===== src/rtl/audio_pkg.sv =====
// Shared types and constants for the sample-address routing blocks.
package audio_pkg;

  localparam int ADDR_W_DFLT = 16;
  localparam int HOLD_ZERO   = 0;
  localparam int HOLD_LAST   = 1;

  typedef logic [ADDR_W_DFLT-1:0] addr_t;

  // Select width that stays at least one bit wide, even for one or two channels.
  function automatic int clog2_min1(input int n);
    return (n <= 2) ? 1 : $clog2(n);
  endfunction

endpackage


===== src/rtl/demux_slot.sv =====
// One-entry output slot: loads on accept, drains on out_ready, 1-cycle latency.
// A load in the same cycle as a drain wins, so out_valid stays high with no bubble.
module demux_slot
  import audio_pkg::*;
#(
  parameter int ADDR_W    = 16,
  parameter int HOLD_MODE = HOLD_ZERO
) (
  input  logic              clk,
  input  logic              reset_n,
  input  logic              load,
  input  logic [ADDR_W-1:0] load_addr,
  input  logic              out_ready,
  output logic              out_valid,
  output logic [ADDR_W-1:0] out_addr
);

  logic [ADDR_W-1:0] slot;

  always_ff @(posedge clk or negedge reset_n) begin
    if (!reset_n) begin
      slot      <= '0;
      out_valid <= 1'b0;
    end else if (load) begin
      slot      <= load_addr;
      out_valid <= 1'b1;
    end else if (out_valid && out_ready) begin
      out_valid <= 1'b0;
      if (HOLD_MODE == HOLD_ZERO) slot <= '0;
    end
  end

  // In hold-last mode an idle channel keeps presenting its last delivered address.
  assign out_addr = (HOLD_MODE == HOLD_LAST || out_valid) ? slot : '0;

endmodule


===== src/rtl/addr_demux_seq.sv =====
// Routes one address stream to NUM_CH one-entry slots by select or round-robin scan.
// Latency 1 cycle; in_ready drops when the target slot is full and not draining.
module addr_demux_seq
  import audio_pkg::*;
#(
  parameter int ADDR_W    = 16,
  parameter int NUM_CH    = 4,
  parameter int HOLD_MODE = HOLD_ZERO,
  parameter int SEL_W     = clog2_min1(NUM_CH)
) (
  input  logic                     clk,
  input  logic                     reset_n,
  input  logic [ADDR_W-1:0]        addr_in,
  input  logic [SEL_W-1:0]         select,
  input  logic                     auto_scan,
  input  logic                     in_valid,
  output logic                     in_ready,
  output logic [NUM_CH*ADDR_W-1:0] out_addr,
  output logic [NUM_CH-1:0]        out_valid,
  input  logic [NUM_CH-1:0]        out_ready,
  output logic                     sel_err,
  output logic [SEL_W-1:0]         scan_ptr
);

  localparam int NPAD = 1 << SEL_W;

  logic [SEL_W-1:0]  tgt;
  logic              tgt_ok;
  logic              accept;
  logic [NPAD-1:0]   vld_pad;
  logic [NPAD-1:0]   rdy_pad;
  logic [NUM_CH-1:0] load;

  assign tgt    = auto_scan ? scan_ptr : select;
  assign tgt_ok = 32'(tgt) < NUM_CH;

  // Pad to the full select range so out-of-range codes index defined zero bits.
  always_comb begin
    vld_pad             = '0;
    rdy_pad             = '0;
    vld_pad[NUM_CH-1:0] = out_valid;
    rdy_pad[NUM_CH-1:0] = out_ready;
  end

  assign in_ready = reset_n && tgt_ok && (!vld_pad[tgt] || rdy_pad[tgt]);
  assign accept   = in_valid && in_ready;

  for (genvar k = 0; k < NUM_CH; k++) begin : g_ch
    assign load[k] = accept && (tgt == SEL_W'(k));

    demux_slot #(
      .ADDR_W   (ADDR_W),
      .HOLD_MODE(HOLD_MODE)
    ) u_slot (
      .clk      (clk),
      .reset_n  (reset_n),
      .load     (load[k]),
      .load_addr(addr_in),
      .out_ready(out_ready[k]),
      .out_valid(out_valid[k]),
      .out_addr (out_addr[k*ADDR_W +: ADDR_W])
    );
  end

  always_ff @(posedge clk or negedge reset_n) begin
    if (!reset_n) begin
      scan_ptr <= '0;
    end else if (accept && auto_scan) begin
      scan_ptr <= (scan_ptr == SEL_W'(NUM_CH - 1)) ? '0 : scan_ptr + 1'b1;
    end
  end

  // Only an explicit select can be out of range; the scan pointer never leaves 0..NUM_CH-1.
  always_ff @(posedge clk or negedge reset_n) begin
    if (!reset_n)                sel_err <= 1'b0;
    else if (in_valid && !tgt_ok) sel_err <= 1'b1;
  end

endmodule


===== config.mk =====
export PLATFORM = sky130hd
export DESIGN_NAME = addr_demux_seq
export DESIGN_NICKNAME = d
export VERILOG_FILES = /design/src/rtl/audio_pkg.sv /design/src/rtl/demux_slot.sv /design/src/rtl/addr_demux_seq.sv
export SDC_FILE = /design/constraint.sdc
export NUM_CORES = 1
export LEC_CHECK = 0
export ABC_AREA = 1
export CAP_MARGIN = 15
export CORE_ASPECT_RATIO = 1.25
export CORE_MARGIN = 5
export CORE_UTILIZATION = 49
export DETAILED_ROUTE_END_ITERATION = 10
export PLACE_DENSITY = 0.83
export SYNTH_ARGS = -nofsm -noshare
export SYNTH_HDL_FRONTEND = slang
export SYNTH_SLANG_ARGS = --single-unit

===== constraint.sdc =====
create_clock -name clk -period 1.6 [get_ports clk]
set_input_delay 0.32 -clock clk [delete_from_list [all_inputs] [get_ports clk]]
set_output_delay 0.32 -clock clk [all_outputs]
set_load 0.005 [all_outputs]

=== Word level (Yosys, flattened, before mapping) ===
Index checks and enable logic that the tools add are counted.

* Input port bits: 26
* Word-level logic and storage cells: 59
* Output and inout bits: 72
* Bits in registers: 70

* Equality and inequality tests: 4
* Reductions and logical operators: 18
* Magnitude comparators: 1
* $add $sub $neg: 1
* Muxes and demuxes: 26

{| class="wikitable"
|+ Operator list
! operator !! number
|-
| $mux W16 || 12
|-
| $logic_and A1 B1 Y1 || 11
|-
| $mux W1 || 10
|-
| $reduce_bool A2 Y1 || 4
|-
| $eq A2 B2 Y1 const B || 3
|-
| $bmux W1 S2 || 2
|-
| $mux W2 || 2
|-
| $lt A2 B3 Y1 const B || 1
|-
| $add A2 B1 Y2 const B || 1
|-
| $eq A2 B1 Y1 const B || 1
|-
| $logic_not A2 Y1 || 1
|-
| $logic_not A1 Y1 || 1
|-
| $logic_or A1 B1 Y1 || 1
|}

=== Longest topological paths before layout ===
Gate-level depths: netlist of the first run.

* Depth in word-level cells: 9
* Gate-level depth with buffers: 12
* Mapped depth without buffers: 11

=== Cells and area by module ===
Synthesis of the first run repeated with hierarchy kept, for this count alone.

* Cells, all modules: 482
* Area total of the unflattened synthesis: 3728.6 um^2

{| class="wikitable"
|+ By module, submodules not included
! module !! instances !! cells each !! seq. area each (um^2) !! area an instance (um^2)
|-
| demux_slot || 4 || 107 || 425.4 || 844.6
|-
| addr_demux_seq || 1 || 54 || 50.0 || 350.3
|}

=== Worst setup path before layout of the first run ===
Ideal clock, no wire load.

* Path type: register to register
* Start point: register scan_ptr[0]
* End point: register g_ch[2].u_slot.slot[10]
* Arrival: 1.411 ns
* Slack: 0.071 ns
* Clock period less this slack: 1.529 ns
* Buffers on the path: 1
* Cell stages (with the launch flop): 12
* Setup time: 0.118 ns
* Path through: dfrtp_1 inv_1 nand2_1 nand2_2 nand3_1 nand2_1 nor2_4 nand2_4 nand4_4 buf_4 nand3_1 nand2_1

* Word-level cells in the longest chain between the ends: 9
* Elaborated cells between the ends (all ways): 13
* Classes of those cells: eq/ne (1); mux (6); reduce/logical (6)

{| class="wikitable"
|+ Ends and longest elaborated chain
! element !! RTL line !! text
|-
| start: declaration || addr_demux_seq.sv:22 || <nowiki>output logic [SEL_W-1:0] scan_ptr</nowiki>
|-
| start signal: assignment || addr_demux_seq.sv:69 || <nowiki>scan_ptr <= (scan_ptr == SEL_W'(NUM_CH - 1)) ? '0 : scan_ptr + 1'b1;</nowiki>
|-
| $mux W2 (*) || addr_demux_seq.sv:34 || <nowiki>assign tgt = auto_scan ? scan_ptr : select;</nowiki>
|-
| $bmux W1 S2 || addr_demux_seq.sv:45 || <nowiki>assign in_ready = reset_n && tgt_ok && (!vld_pad[tgt] || rdy_pad[tgt]);</nowiki>
|-
| $mux W1 (not written as such) || addr_demux_seq.sv:45 ||
|-
| $logic_not A1 Y1 || addr_demux_seq.sv:45 ||
|-
| $logic_or A1 B1 Y1 || addr_demux_seq.sv:45 ||
|-
| $logic_and A1 B1 Y1 || addr_demux_seq.sv:45 ||
|-
| $logic_and A1 B1 Y1 || addr_demux_seq.sv:46 || <nowiki>assign accept = in_valid && in_ready;</nowiki>
|-
| $logic_and A1 B1 Y1 (*) || addr_demux_seq.sv:49 || <nowiki>assign load[k] = accept && (tgt == SEL_W'(k));</nowiki>
|-
| $mux W16 / $reduce_bool A2 Y1 (equally long branches) || - ||
|-
| end signal: assignment || demux_slot.sv:25 || <nowiki>slot <= load_addr;</nowiki>
|-
| end: declaration || demux_slot.sv:18 || <nowiki>logic [ADDR_W-1:0] slot;</nowiki>
|}

Every way passes the cells marked *; elsewhere a longest branch is shown, timed or not. The select of a mux whose other input is x is not followed.
A chain may end at the register's enable or synchronous reset.

=== Worst setup path in the final report of the first run ===
* Start point: register scan_ptr[0]
* End point: register g_ch[0].u_slot.slot[9]

* Word-level cells in the longest chain between the ends: 9
* Elaborated cells between the ends (all ways): 13
* Classes of those cells: mux (6); reduce/logical (7)

{| class="wikitable"
|+ Ends and longest elaborated chain
! element !! RTL line
|-
| $mux W2 (*) || addr_demux_seq.sv:34
|-
| $bmux W1 S2 || addr_demux_seq.sv:45
|-
| $mux W1 (not written as such) || addr_demux_seq.sv:45
|-
| $logic_not A1 Y1 || addr_demux_seq.sv:45
|-
| $logic_or A1 B1 Y1 || addr_demux_seq.sv:45
|-
| $logic_and A1 B1 Y1 || addr_demux_seq.sv:45
|-
| $logic_and A1 B1 Y1 || addr_demux_seq.sv:46
|-
| $logic_and A1 B1 Y1 (*) || addr_demux_seq.sv:49
|-
| $mux W16 / $reduce_bool A2 Y1 (equally long branches) || -
|-
| end signal: assignment || demux_slot.sv:25
|-
| end: declaration || demux_slot.sv:18
|}

Marks and branches as above.

==> results of run 1 <==
[logic make-up (layout without fill, tap and decap cells)]
family / after synthesis / in the layout / share of synthesized area, %
buffers and inverters: 111 / 280 / 13.7
flip-flops: 70 / 70 / 45.6
other: 1 / 1 / 0.0977
adder cells (fa/ha/maj): 1 / 1 / 0.326
AND/OR/NAND/NOR: 309 / 318 / 39.7
AO/OA/AOI/OAI: 3 / 3 / 0.554
[flip-flops by register name, indices dropped and copies added, names as in the netlist]
name and flops:
g_ch.u_slot.out_valid 4, g_ch.u_slot.slot 64, scan_ptr 2
[layout by cell type (no fill, tap or decap), types with 5 or more instances in the layout]
| cell type | synthesis | routed |
|---|---|---|
| nand2_1 | 158 | 103 |
| buf_6 | 1 | 79 |
| dfrtp_1 | 70 | 66 |
| nand4_1 | 65 | 65 |
| nand3_1 | 68 | 61 |
| nand2_2 | 7 | 40 |
| inv_1 | 69 | 37 |
| inv_2 | 1 | 32 |
| buf_4 | 9 | 30 |
| clkbuf_2 | 0 | 26 |
| nand2_4 | 1 | 22 |
| clkdlybuf4s50_1 | 0 | 20 |
| buf_2 | 9 | 16 |
| clkbuf_8 | 0 | 11 |
| nand4_4 | 4 | 10 |
| nand3_2 | 0 | 7 |
| buf_12 | 0 | 6 |
| nor2_4 | 1 | 5 |
| buf_16 | 0 | 5 |
| dlygate4sd2_1 | 0 | 5 |
[tightest hold or removal path: cells and delay by family (launching register included)]
family        cells  cell delay (ps)
flops             1              350
simple gates      2              150
[power by group]
part	leakage, µW	total (µW)	internal, µW	switching [µW]
sequential	0.000927	3150	2450	704
combinational	0.00269	6220	2940	3280
clock	0.0000865	1360	641	724
total	0.00370	10700	6030	4710
[per-stage QoR]
step	hold slack (ps)	cell area [µm²]
floorplan	24.4	3840
global placement	344	4930
detailed placement	347	4930
CTS	513	5850
global route	562	6300
finish	524	6300
[worst paths after layout]
kind                                                  to  slack [ps]
worst max-delay path              g_ch[0].u_slot.slot[9]        -740
worst min-delay path              g_ch[0].u_slot.slot[2]         520
worst max register to register    g_ch[0].u_slot.slot[9]        -740
worst min register to register    g_ch[0].u_slot.slot[2]         520
max in group asynchronous       g_ch[0].u_slot.out_valid         200
min in group asynchronous        g_ch[1].u_slot.slot[15]         630
[per-layer routing]
layer	vias to the layer above	track usage, %
li1	1981	-
met1	2357	44.0
met2	590	55.7
met3	220	9.90
met4	0	24.0
met5	-	0
[final cells by class]
class / count / area (µm²)
clock buffers: 14 / 163
clock inverters: 1 / 5.00
multi-input cells: 323 / 2050
repair buffers: 195 / 1940
inverters: 70 / 265
well taps: 95 / 119
fillers: 360 / 1400
flip-flops and latches: 70 / 1760
[repair_timing]
item,CTS,global route
setup buffers,48,17
resized for setup,297,193
pin swaps,74,12
setup endpoints to repair,141,137
hold buffers,1,0
hold endpoints to repair,13,0
cloned,18,5
==> flow_metrics.tcl, run 1 <==
set metrics [dict create \
    utilization_pct 81.8 \
    io_pins 98 \
    grt_pass1_wl_um 26100 \
    clkSinkCount 70 \
    dp.cells 675 \
    async_flop_share_pct 100 \
    crit_type "register to register" \
    setup_tns_ps -27850 \
    htreeDepth 3 \
    drt_iter0_drc 913 \
    worstPathArrival_ps 2610 \
    min_period_ps 2340 \
    syn_area_per_cell_um2 7.75 \
    clk_latency_ps 370 \
    path_max_fanout 8 \
    power_leakage_uw 0.00370 \
    ys_ff_latch 70 \
    cp_num_buf_inv 4 \
    startpoint_type "register" \
    hold_class "register to register" \
    cts_root_buf "clkbuf_8" \
    drv_cap 0 \
    grt_overflow 0 \
    r2r_cells 12 \
    critical_path.max_stage_delay_ps 440 \
    yosysMostFrequentCell "nand2_1" \
    clock_skew_ps 18.0 \
    port_buffers 96 \
    cts_inserted_buffers 9 \
    routedWlPerCell_um 27.4 \
    cp.depth 12 \
    yosysTopAreaCell "dfrtp_1" \
    p_total_uw 10700 \
    gp_congestion 0.864 \
    n_antenna_cell 0 \
    worstReg2RegStart "scan_ptr[0]" \
    nets 696 \
    initial_core_util_pct 49.8 \
    synth_cell_type_count 22 \
    status "finished, violations left" \
    rsz0062_at_grt "true" \
    antenna_left 0 \
    met1_length_um 6500 \
    ir_drop_v 0.000989 \
    setup_slack_ps -741 \
    top_layer_used "met4" \
    wirelength_um 21100 \
    yosys_warnings 0 \
    clk_pin_slew_worst_paths_ps 80 \
    worstMarginPinSlew_ps 729 \
    vias 5148 \
    period_share_pct 146 \
    hp-start "g_ch[0].u_slot.slot[2]" \
    viasPerCell 6.70 \
    ys.flop_type "dfrtp_1" \
    area_growth_pct 64.2 \
    min_path_cells 2 \
    die_x_um 89.2 \
    first_pass_iters 6 \
    wl_met3_um 3210 \
    wl_met2_um 9170 \
    synth_edf_count 0 \
    final-hold-violation-count 0 \
    grtUsageTotal_pct 36.3 \
    grt_max_degree 52 \
    required_ps 1860 \
    syn_area_um2 3840 \
    maxSlewViolCount 0 \
    hpwl_um 7760 \
    synthTopCellsByArea "dfrtp_1 (46%), nand2_1 (15%), nand4_1 (11%)" \
    die_y_um 109 \
    grt_pass1_vias 4749 \
    cp-end-kind "register" \
    synth_top_cell_area_share_pct 45.6 \
    worstPathCellList "inv_2 > nand2_2 > nand2_4 > nand3_2 > nand2_2 > nor2_4 > a21boi_4 > buf_6 > buf_6 > buf_16 > nand4_1 > nand2_1" \
    drc 0 \
    violations "negative setup slack" \
    crit_family "simple AND/OR/NAND/NOR gates" \
    antenna_found_initial 0 \
    cp_slowest_cell "dfrtp_1" \
    max_freq_mhz 427 \
    clock_path_buffers 2 \
    finalNonFillerCells 768 \
    dieArea_um2 9710 \
    setup_viol 113 \
    dpl_worst_slack_ps -890 \
    synthTopCellsByCount "nand2_1 (158), dfrtp_1 (70), inv_1 (69), nand3_1 (68), nand4_1 (65)" \
    syn_nets 522 \
    num_rows 36 \
    cts_tree "done" \
    powerDensity_nw_per_um2 1700 \
    ys_seq_area_share_pct 45.6 \
    maxSlewHeadroom_pct 51.4 \
    crit_path_start "scan_ptr[0]" \
    layout-drive-gt1-share_pct 45.2 \
    core_area_um2 7700 \
    syn-instance-count 495 \
]
No activity file was read; power rests on OpenSTA's default activity.
==> inputs of run 2 (changes only) <==
--- a/config.mk
+++ b/config.mk
@@ -9,9 +9,10 @@
 export CAP_MARGIN = 15
 export CORE_ASPECT_RATIO = 1.25
 export CORE_MARGIN = 5
-export CORE_UTILIZATION = 49
+export CORE_UTILIZATION = 61
 export DETAILED_ROUTE_END_ITERATION = 10
-export PLACE_DENSITY = 0.83
+export DONT_BUFFER_PORTS = 1
+export PLACE_DENSITY = 0.8
 export SYNTH_ARGS = -nofsm -noshare
 export SYNTH_HDL_FRONTEND = slang
 export SYNTH_SLANG_ARGS = --single-unit
==> run 2 against run 1 <==
Against the previous run:
- largest cell class unchanged
- register-to-register slack gained 320 ps
- the run ends with negative hold slack, negative setup slack left
- maximum frequency grew 16%
- first-iteration DRC count shrank 33%
- global-route usage shrank 6.8 points
==> flow_metrics.tcl, run 2 (same netlist as run 1, synthesis figures left out) <==
set metrics [dict create \
    p_switching_uw 3240 \
    gp_congestion 0.966 \
    cts_inserted_buffers 9 \
    port_buffers 0 \
    timing.hold.ws_ps -354 \
    cts_tree "done" \
    grt_max_degree 80 \
    cp_num_buf_inv 4 \
    max_freq_mhz 495 \
    antenna_left 0 \
    drv_cap 0 \
    final_cell_mix "nand2_1 (150), dfrtp_1 (70), inv_1 (69)" \
    layout-drive-gt1-share_pct 22.1 \
    status "finished, violations left" \
    viasPerCell 6.62 \
    dieArea_um2 7990 \
    setup_slack_ps -420 \
    worstMarginPinSlew_ps 856 \
    crit_family "simple AND/OR/NAND/NOR gates" \
    period_share_pct 126 \
    cp-end-kind "register" \
    clock_path_buffers 2 \
    vias 4040 \
    rsz0062_at_grt "true" \
    antenna_found_initial 0 \
    clk_latency_ps 360 \
    worstPathCellList "nand2_2 > nand2_4 > nand2_1 > nand2_1 > nand2_1 > nand2_2 > a21boi_4 > buf_6 > buf_6 > buf_12 > clkbuf_16 > nand4_1 > nand2_1" \
    clkSinkCount 70 \
    final_common_cell "nand2_1" \
    first_pass_iters 6 \
    p_int_uw 4890 \
    die_x_um 80.9 \
    area_growth_pct 25.2 \
    finalNonFillerCells 610 \
    min_period_ps 2020 \
    hpwl_um 6740 \
    dpl_worst_slack_ps -87.1 \
    grtUsageTotal_pct 29.4 \
    required_ps 1900 \
    clock_skew_ps 10.2 \
    final-hold-violation-count 70 \
    clkPwrFrac_pct 22.1 \
    ir_drop_v 0.00112 \
    hold_class "input port to async pin" \
    setup_viol 71 \
    setup_tns_ps -19720 \
    cts_root_buf "clkbuf_8" \
    die_y_um 98.7 \
    maxSlewViolCount 0 \
    crit_type "register to register" \
    drt_iter0_drc 616 \
    grt_overflow 0 \
    grt_pass1_wl_um 17700 \
    nets 547 \
    maxSlewHeadroom_pct 42.8 \
    path_max_fanout 8 \
    grt_pass1_vias 3228 \
    largest_reg_flops 64 \
    htreeDepth 3 \
    worstPathArrival_ps 2320 \
    startpoint_type "register" \
    initial_core_util_pct 62.2 \
    routedWlPerCell_um 23.0 \
    regMostFlops "g_ch.u_slot.slot" \
    wirelength_um 14000 \
    violations "negative hold slack, negative setup slack" \
    reg.largest.list "g_ch.u_slot.slot x64, g_ch.u_slot.out_valid x4, scan_ptr x2" \
    p_seq_share_pct 35.8 \
    switching_share_pct 39.8 \
    cp_slowest_cell "dfrtp_1" \
    drc 0 \
    combPwrFrac_pct 42.1 \
    dp.cells 554 \
    num_rows 32 \
    n_antenna_cell 0 \
    core_area_um2 6170 \
    power_leakage_uw 0.00281 \
    io_pins 98 \
    powerDensity_nw_per_um2 1690 \
    critical_path.max_stage_delay_ps 410 \
    path_common_cell "nand2_1" \
    clk_pin_slew_worst_paths_ps 80 \
]
-- run 2: cell types whose count changed in the layout (fill, tap and decap cells not counted), sizes merged --
cell | previous run | this run
clkdlybuf4s15 | 4 | 0
dlygate4sd2 | 5 | 0
clkdlybuf4s50 | 20 | 0
dlygate4sd3 | 1 | 0
buf | 137 | 43
bufinv | 0 | 3
clkinv | 1 | 3
clkbuf | 42 | 15
nand4 | 77 | 75
-- run 2: worst register-to-register path, delay by kind of cell (launching register included) --
family / cells / cell delay [ps]
compound gates: 1 / 230
simple gates: 8 / 770
buf+inv: 4 / 560
flops: 1 / 410
-- run 2: timing repair --
action / 4_1_cts / 5_1_grt
resized for setup: 17 / 44
endpoints found under the hold margin: 70 / 70
buffers inserted: 17 / 11
gates cloned: 5 / 10
pin swaps: 9 / 70
endpoints found under the setup margin: 49 / 71
-- run 2: final cells by class --
class	instances	area, µm²
Timing Repair Buffer	48	588
Sequential cell	70	1750
Fill cell	376	1360
Clock buffer	10	138
Multi-Input combinational cell	321	1850
Clock inverter	6	109
Inverter	70	263
Tap cell	85	106
-- run 2: power by group through the flow --
stage               Combinational (µW)  Sequential, µW  Clock, µW
floorplan                         1840            2750          0
global placement                  2100            2840          0
detailed placement                2190            2860          0
CTS                               2600            2840       1780
global route                      3670            2980       1880
finish                            3420            2910       1800
-- run 2: routing by layer --
layer  routed length, µm  vias to the layer above  track usage [%]
li1                    -                     1680                -
met1                4610                     1851             36.9
met5                   0                        -                0
met4                1010                        0             17.7
met3                1920                      112             9.41
met2                6500                      397             43.9
-- run 2: final timing paths --
check	to	startpoint	cells past startpoint	slack (ps)
max	g_ch[3].u_slot.slot[11]	scan_ptr[0]	13	-420
min	g_ch[2].u_slot.slot[10]	reset_n	0	-350
max reg2reg	g_ch[3].u_slot.slot[11]	scan_ptr[0]	13	-420
min reg2reg	g_ch[0].u_slot.slot[2]	g_ch[0].u_slot.slot[2]	2	510
max in group asynchronous	g_ch[1].u_slot.slot[12]	reset_n	0	1850
min in group clk	g_ch[2].u_slot.slot[7]	addr_in[7]	2	100
-- run 2: stage by stage --
step	utilization [%]	power [µW]	hold WS, ps	cell area, µm²
after floorplan	-	4600	24.4	3840
after global placement	61.9	4940	28.2	3810
after detailed placement	61.9	5060	27.7	3810
after CTS	70.9	7220	-364	4370
after global routing	77.9	8520	-366	4810
final	77.9	8130	-354	4810
